**config.mk**
```make
export PLATFORM = sky130hd
export DESIGN_NAME = lsu_axi_gen
export DESIGN_NICKNAME = d
export VERILOG_FILES = /design/src/rtl/lsu_axi_gen.sv
export SDC_FILE = /design/constraint.sdc
export NUM_CORES = 1
export LEC_CHECK = 0
export ABC_AREA = 1
export CORE_UTILIZATION = 44
export CTS_BUF_LIST = sky130_fd_sc_hd__clkbuf_2 sky130_fd_sc_hd__clkbuf_4 sky130_fd_sc_hd__clkbuf_8
export DETAILED_ROUTE_END_ITERATION = 8
export PLACE_DENSITY = 0.88
export REMOVE_ABC_BUFFERS = 1
export SYNTH_ARGS = -nofsm -noshare
export SYNTH_HDL_FRONTEND = slang
export SYNTH_SLANG_ARGS = --single-unit
```
**constraint.sdc**
```tcl
create_clock -name clk_i -period 1.9 [get_ports clk_i]
set_input_delay 0.19 -clock clk_i [delete_from_list [all_inputs] [get_ports clk_i]]
set_output_delay 0.19 -clock clk_i [all_outputs]
set_load 0.01 [all_outputs]
```
**src/rtl/lsu_axi_gen.sv**
```systemverilog
// Load/store unit bridging EXU memory requests to an AXI-Lite master port.
// One transaction in flight; handles lane steering, strobes, load extension and error reporting.
module lsu_axi_gen #(
  parameter int unsigned XLEN       = 32,
  parameter int unsigned AXI_ADDR_W = 32,
  parameter int unsigned AXI_DATA_W = 32,
  parameter int unsigned STRB_W     = AXI_DATA_W / 8
) (
  input  logic                  clk_i,
  input  logic                  rst_i,
  input  logic                  req_valid_i,
  output logic                  req_ready_o,
  input  logic                  req_wen_i,
  input  logic [1:0]            req_size_i,
  input  logic                  req_signed_i,
  input  logic [XLEN-1:0]       req_addr_i,
  input  logic [XLEN-1:0]       req_wdata_i,
  output logic                  rsp_valid_o,
  input  logic                  rsp_ready_i,
  output logic [XLEN-1:0]       rsp_rdata_o,
  output logic [1:0]            rsp_err_o,
  output logic                  mst_ar_valid_o,
  output logic [AXI_ADDR_W-1:0] mst_ar_addr_o,
  input  logic                  mst_ar_ready_i,
  input  logic                  mst_r_valid_i,
  input  logic [AXI_DATA_W-1:0] mst_r_data_i,
  input  logic [1:0]            mst_r_resp_i,
  output logic                  mst_r_ready_o,
  output logic                  mst_aw_valid_o,
  output logic [AXI_ADDR_W-1:0] mst_aw_addr_o,
  input  logic                  mst_aw_ready_i,
  output logic                  mst_w_valid_o,
  output logic [AXI_DATA_W-1:0] mst_w_data_o,
  output logic [STRB_W-1:0]     mst_w_strb_o,
  input  logic                  mst_w_ready_i,
  input  logic                  mst_b_valid_i,
  input  logic [1:0]            mst_b_resp_i,
  output logic                  mst_b_ready_o
);

  localparam int unsigned OFF_W = $clog2(STRB_W);

  localparam logic [1:0] ERR_OK    = 2'd0;
  localparam logic [1:0] ERR_ALIGN = 2'd1;
  localparam logic [1:0] ERR_BUS   = 2'd2;
  localparam logic [1:0] ERR_SIZE  = 2'd3;

  typedef enum logic [2:0] {IDLE, RD_AR, RD_R, WR_AWW, WR_B, RESP} state_e;

  state_e                state_q, state_d;
  logic [OFF_W-1:0]      off_q, off_d;
  logic [1:0]            size_q, size_d;
  logic                  sgn_q, sgn_d;
  logic [AXI_ADDR_W-1:0] addr_q, addr_d;
  logic [AXI_DATA_W-1:0] wdata_q, wdata_d;
  logic [STRB_W-1:0]     strb_q, strb_d;
  logic [XLEN-1:0]       rdata_q, rdata_d;
  logic [1:0]            err_q, err_d;
  logic                  aw_done_q, aw_done_d;
  logic                  w_done_q, w_done_d;
  logic                  req_ready_q, req_ready_d;
  logic                  ar_valid_q, ar_valid_d;
  logic                  r_ready_q, r_ready_d;
  logic                  aw_valid_q, aw_valid_d;
  logic                  w_valid_q, w_valid_d;
  logic                  b_ready_q, b_ready_d;
  logic                  rsp_valid_q, rsp_valid_d;

  logic [OFF_W-1:0]      req_off;
  logic [AXI_ADDR_W-1:0] req_addr_aligned;

  // Natural alignment check against the access size.
  function automatic logic misaligned(input logic [1:0] size, input logic [2:0] a);
    unique case (size)
      2'd0:    misaligned = 1'b0;
      2'd1:    misaligned = a[0];
      2'd2:    misaligned = |a[1:0];
      default: misaligned = |a[2:0];
    endcase
  endfunction

  function automatic logic [STRB_W-1:0] lane_strb(input logic [1:0] size, input logic [OFF_W-1:0] off);
    logic [15:0] m;
    m = 16'((16'd1 << (16'd1 << size)) - 16'd1);
    lane_strb = STRB_W'(m << off);
  endfunction

  // Pick the addressed bytes out of the beat, then sign- or zero-extend them.
  function automatic logic [XLEN-1:0] load_ext(input logic [AXI_DATA_W-1:0] data,
                                               input logic [OFF_W-1:0] off,
                                               input logic [1:0] size,
                                               input logic sgn);
    logic [AXI_DATA_W-1:0] sh;
    logic [XLEN-1:0]       mask;
    logic                  msb;
    sh = data >> {off, 3'b000};
    unique case (size)
      2'd0:    begin mask = XLEN'(64'h0000_0000_0000_00FF); msb = sh[7];  end
      2'd1:    begin mask = XLEN'(64'h0000_0000_0000_FFFF); msb = sh[15]; end
      2'd2:    begin mask = XLEN'(64'h0000_0000_FFFF_FFFF); msb = sh[31]; end
      default: begin mask = '1;                             msb = 1'b0;   end
    endcase
    load_ext = (XLEN'(sh) & mask) | ({XLEN{sgn & msb}} & ~mask);
  endfunction

  always_comb begin
    req_addr_aligned = AXI_ADDR_W'(req_addr_i);
    req_addr_aligned[OFF_W-1:0] = '0;
  end

  assign req_off = req_addr_i[OFF_W-1:0];

  // Next-state and next-output logic.
  always_comb begin
    state_d   = state_q;
    off_d     = off_q;
    size_d    = size_q;
    sgn_d     = sgn_q;
    addr_d    = addr_q;
    wdata_d   = wdata_q;
    strb_d    = strb_q;
    rdata_d   = rdata_q;
    err_d     = err_q;
    aw_done_d = aw_done_q;
    w_done_d  = w_done_q;

    unique case (state_q)
      IDLE: begin
        if (req_valid_i) begin
          off_d     = req_off;
          size_d    = req_size_i;
          sgn_d     = req_signed_i;
          addr_d    = req_addr_aligned;
          wdata_d   = AXI_DATA_W'(req_wdata_i) << {req_off, 3'b000};
          strb_d    = lane_strb(req_size_i, req_off);
          rdata_d   = '0;
          err_d     = ERR_OK;
          aw_done_d = 1'b0;
          w_done_d  = 1'b0;
          if ((req_size_i == 2'd3) && (XLEN == 32)) begin
            err_d   = ERR_SIZE;
            state_d = RESP;
          end else if (misaligned(req_size_i, req_addr_i[2:0])) begin
            err_d   = ERR_ALIGN;
            state_d = RESP;
          end else if (req_wen_i) begin
            state_d = WR_AWW;
          end else begin
            state_d = RD_AR;
          end
        end
      end
      RD_AR: begin
        if (mst_ar_ready_i) state_d = RD_R;
      end
      RD_R: begin
        if (mst_r_valid_i) begin
          if (mst_r_resp_i != 2'd0) begin
            err_d   = ERR_BUS;
            rdata_d = '0;
          end else begin
            rdata_d = load_ext(mst_r_data_i, off_q, size_q, sgn_q);
          end
          state_d = RESP;
        end
      end
      WR_AWW: begin
        aw_done_d = aw_done_q | (aw_valid_q & mst_aw_ready_i);
        w_done_d  = w_done_q | (w_valid_q & mst_w_ready_i);
        if (aw_done_d && w_done_d) state_d = WR_B;
      end
      WR_B: begin
        if (mst_b_valid_i) begin
          err_d   = (mst_b_resp_i != 2'd0) ? ERR_BUS : ERR_OK;
          state_d = RESP;
        end
      end
      RESP: begin
        if (rsp_ready_i) state_d = IDLE;
      end
      default: state_d = IDLE;
    endcase

    // Handshake outputs are registered copies of the next-state decode.
    req_ready_d = (state_d == IDLE);
    ar_valid_d  = (state_d == RD_AR);
    r_ready_d   = (state_d == RD_R);
    aw_valid_d  = (state_d == WR_AWW) && !aw_done_d;
    w_valid_d   = (state_d == WR_AWW) && !w_done_d;
    b_ready_d   = (state_d == WR_B);
    rsp_valid_d = (state_d == RESP);
  end

  always_ff @(posedge clk_i or negedge rst_i) begin
    if (!rst_i) begin
      state_q     <= IDLE;
      off_q       <= '0;
      size_q      <= '0;
      sgn_q       <= 1'b0;
      addr_q      <= '0;
      wdata_q     <= '0;
      strb_q      <= '0;
      rdata_q     <= '0;
      err_q       <= '0;
      aw_done_q   <= 1'b0;
      w_done_q    <= 1'b0;
      req_ready_q <= 1'b1;
      ar_valid_q  <= 1'b0;
      r_ready_q   <= 1'b0;
      aw_valid_q  <= 1'b0;
      w_valid_q   <= 1'b0;
      b_ready_q   <= 1'b0;
      rsp_valid_q <= 1'b0;
    end else begin
      state_q     <= state_d;
      off_q       <= off_d;
      size_q      <= size_d;
      sgn_q       <= sgn_d;
      addr_q      <= addr_d;
      wdata_q     <= wdata_d;
      strb_q      <= strb_d;
      rdata_q     <= rdata_d;
      err_q       <= err_d;
      aw_done_q   <= aw_done_d;
      w_done_q    <= w_done_d;
      req_ready_q <= req_ready_d;
      ar_valid_q  <= ar_valid_d;
      r_ready_q   <= r_ready_d;
      aw_valid_q  <= aw_valid_d;
      w_valid_q   <= w_valid_d;
      b_ready_q   <= b_ready_d;
      rsp_valid_q <= rsp_valid_d;
    end
  end

  assign req_ready_o    = req_ready_q;
  assign rsp_valid_o    = rsp_valid_q;
  assign rsp_rdata_o    = rdata_q;
  assign rsp_err_o      = err_q;
  assign mst_ar_valid_o = ar_valid_q;
  assign mst_ar_addr_o  = addr_q;
  assign mst_r_ready_o  = r_ready_q;
  assign mst_aw_valid_o = aw_valid_q;
  assign mst_aw_addr_o  = addr_q;
  assign mst_w_valid_o  = w_valid_q;
  assign mst_w_data_o   = wdata_q;
  assign mst_w_strb_o   = strb_q;
  assign mst_b_ready_o  = b_ready_q;

endmodule

```
==> results.toml <==
[detailed_routing]
dr_total_vias = 6222
wl_per_cell_um = 15.6
via_per_inst = 5.12
wl_um = 19000
ant_nets = 0
drt-pass1-iter-count = 7
route.detailed.drc = 0
first_iter_violations = 634

[placement]
gp_congestion = 0.945
port-buffer-count = 249
dp_slack_ps = 86.8
hpwl_um = 13500

[run]
maxCapViolCount = 0

[cells_and_area]
layout-drive-gt1-share_pct = 7.12
nets = 1139
syn_to_final_growth_pct = 48.7
n_antenna_cell = 0

[worst_setup_path]
path_cells = "nor2_2 -> nand2_1 -> inv_2 -> nand2_4 -> nand2_4 -> nand3_2 -> nor2_1 -> nand2_1 -> nand2_1"
crit_path_top_delay_cell = "dfrtp_1"
start_kind = "flip-flop"
rr_worst_depth = 9
critPathRequiredTime_ps = 2260
cp_num_buf_inv = 1
timing.rr.end = "rsp_rdata_o[17]"
critical-path-max-stage-delay_ps = 450
crit_type = "flip-flop to flip-flop"
cp_common_cell = "nand2_1"
path_delay_family = "simple AND/OR/NAND/NOR gates"
crit_path_end_kind = "flip-flop"
reg2reg_setup_slack_ps = 120
arrival_ps = 2150
rr_startpoint = "state_q[0]"
cp_max_fo = 12

[sta]
relSlewSlack_pct = 66.5
hold_viol_final = 0
slew_viol_final = 0
fmax_mhz = 560
setup_slack_ps = 115
period_share_pct = 93.9
min_period_ps = 1780
setup_violations = 0
finClkSkew_ps = 10.1
tightest_slew_ps = 501

[power_and_ir_drop]
sw_frac_of_total_pct = 38.5
power_density_mw_per_mm2 = 1450
ir_drop_uv = 894
switchingPower_mw = 5.03
clockPowerShare_pct = 19.5
internal-power_mw = 8.03
p_comb_share_pct = 49.2
leakagePower_nw = 4.42
total_power_mw = 13.1
sequentialPowerShare_pct = 31.3

[synthesis]
syn_inst = 809
ys_ff_latch = 117
ys_types = 31
yosysWarnings = 0
synth_area_per_cell_um2 = 7.47
ys_seq_area_share_pct = 48.5
netlist_area_mm2 = 0.00604
yosysTopAreaCell = "dfrtp_1"
synth.top_cell.area_share_pct = 48.0
yosys-top-cells-area = "dfrtp_1, nand2_1, o21ai_0, buf_4, nand3_1"

[clock_network]
cts_buffers = 17
cts_buffer_depth = 2
cts_root_buf = "clkbuf_8"
cts_htree_levels = 4
numClockSinks = 117
clk_latency_ps = 430
path_clk_slew_ps = 60
cts_tree = "built"

[floorplanning]
coreArea_mm2 = 0.0133
ios = 254
floorplan.rows = 42
die_height_um = 119
start_util_pct = 45.4
die_width_um = 119
dieArea_mm2 = 0.0142

[global_route]
grt-ovfl-total = 0
grt_pass1_wl_um = 29600
grt_max_degree = 50
gr-usage-all-layers_pct = 26.9
grt_pass1_vias = 6093
antenna_found_initial = 0

[run_status]
outcome = "completed"

[hold_path]
min_path_type = "input port to asynchronous set/reset pin"
flip-flops by register name (all words and copies together) (netlist names):
name and flops:
req_ready_o 1, mst_r_ready_o 1, w_done_q 1, mst_aw_valid_o 1, sgn_q 1, mst_ar_valid_o 1
off_q 2, rsp_rdata_o 32, mst_w_data_o 32, aw_done_q 1, mst_ar_addr_o 30, mst_w_valid_o 1
mst_b_ready_o 1, size_q 2, mst_w_strb_o 4, rsp_err_o 2, rsp_valid_o 1, state_q 3
cells by family (layout without fill, tap and decap cells):
kind of cell	after synthesis	count (layout)	synth area share, %
other	1	4	0.0621
AO/OA/AOI/OAI	111	111	10.3
AND/OR/NAND/NOR	453	454	30.5
flip-flops	117	117	48.5
buffers and inverters	127	353	10.7
stage by stage:
step           utilization, %  instance area, µm²  cells  TNS [ps]  hold WS, ps
2_1_floorplan               -                5600    736    -14750         -106
3_3_place_gp             63.8                8490   1179         0          161
3_5_place_dp             63.8                8490   1179         0          165
4_1_cts                  67.3                8940   1212         0          236
5_1_grt                  67.6                8980   1215     -4.89          271
6_report                 67.6                8980   1215         0          253
power by group through the flow:
stage | logic [mW] | clock network, mW | registers [mW]
floorplan | 2.26 | 0 | 4.58
global placement | 6.20 | 0 | 4.10
detailed placement | 6.31 | 0 | 4.08
CTS | 6.36 | 2.60 | 4.09
global route | 7.00 | 2.73 | 4.20
finish | 6.43 | 2.55 | 4.09
synthesized netlist by cell type (all sizes together):
library cell / instances
nand2: 345
dfrtp: 116
o21ai: 69
nor2: 56
buf: 55
inv: 51
nand3: 49
clkbuf: 21
a21oi: 12
o211ai: 10
o22ai: 8
o31ai: 8
a21boi: 2
nor3: 2
a22o: 1
conb: 1
dfstp: 1
nand4: 1
o2bb2ai: 1
how the worst max path moves through the flow:
stage                                 end  slack (ps)              from  cells after the start
after floorplan           mst_w_data_o[0]        -500        state_q[0]                      5
after global placement    rsp_rdata_o[24]         170  mst_r_data_i[31]                      9
after detailed placement  rsp_rdata_o[31]          90        state_q[0]                      9
after CTS                 rsp_rdata_o[31]          60        state_q[0]                      9
after global routing      rsp_rdata_o[26]          -5         size_q[1]                      9
final                     rsp_rdata_o[17]         120        state_q[0]                      9
cell type report:
type / instances / area (µm²)
fill: 1048 / 4310
sequential: 117 / 2930
timing repair buffer: 270 / 2700
multi-input combinational: 569 / 2500
clock buffer: 23 / 298
tap: 176 / 220
inverter: 51 / 191
clock inverter: 9 / 149
per-layer routing:
| layer | track usage [%] | part of all wire, % | up-vias |
|---|---|---|---|
| li1 | - | - | 2954 |
| met1 | 30.8 | 37 | 2867 |
| met2 | 45.9 | 50 | 354 |
| met3 | 8.38 | 10 | 47 |
| met4 | 12.1 | 2.8 | 0 |
| met5 | 0 | 0 | - |
cells in the final DEF (no fill, tap or decap), drive strengths merged:
cell and instances:
nand4 1, inv 51, nand3 50, conb 4
a21oi 12, o21ai 69, bufinv 4, nand2 345
dfstp 1, clkinv 5, nor3 2, nor2 56
o211ai 10, o22ai 8, o31ai 8, buf 21
clkdlybuf4s50 248, a22o 1, clkbuf 23, dlygate4sd3 1
dfrtp 116, a21boi 2, o2bb2ai 1
repair_timing:
| action | in CTS | in global routing |
|---|---|---|
| resized for setup | 0 | 1 |
| hold buffers | 1 | 0 |
| buffers inserted | 0 | 2 |
| endpoints found under the setup margin | 0 | 16 |
| hold endpoints to repair | 29 | 0 |
No activity file was read; power rests on OpenSTA's default activity.
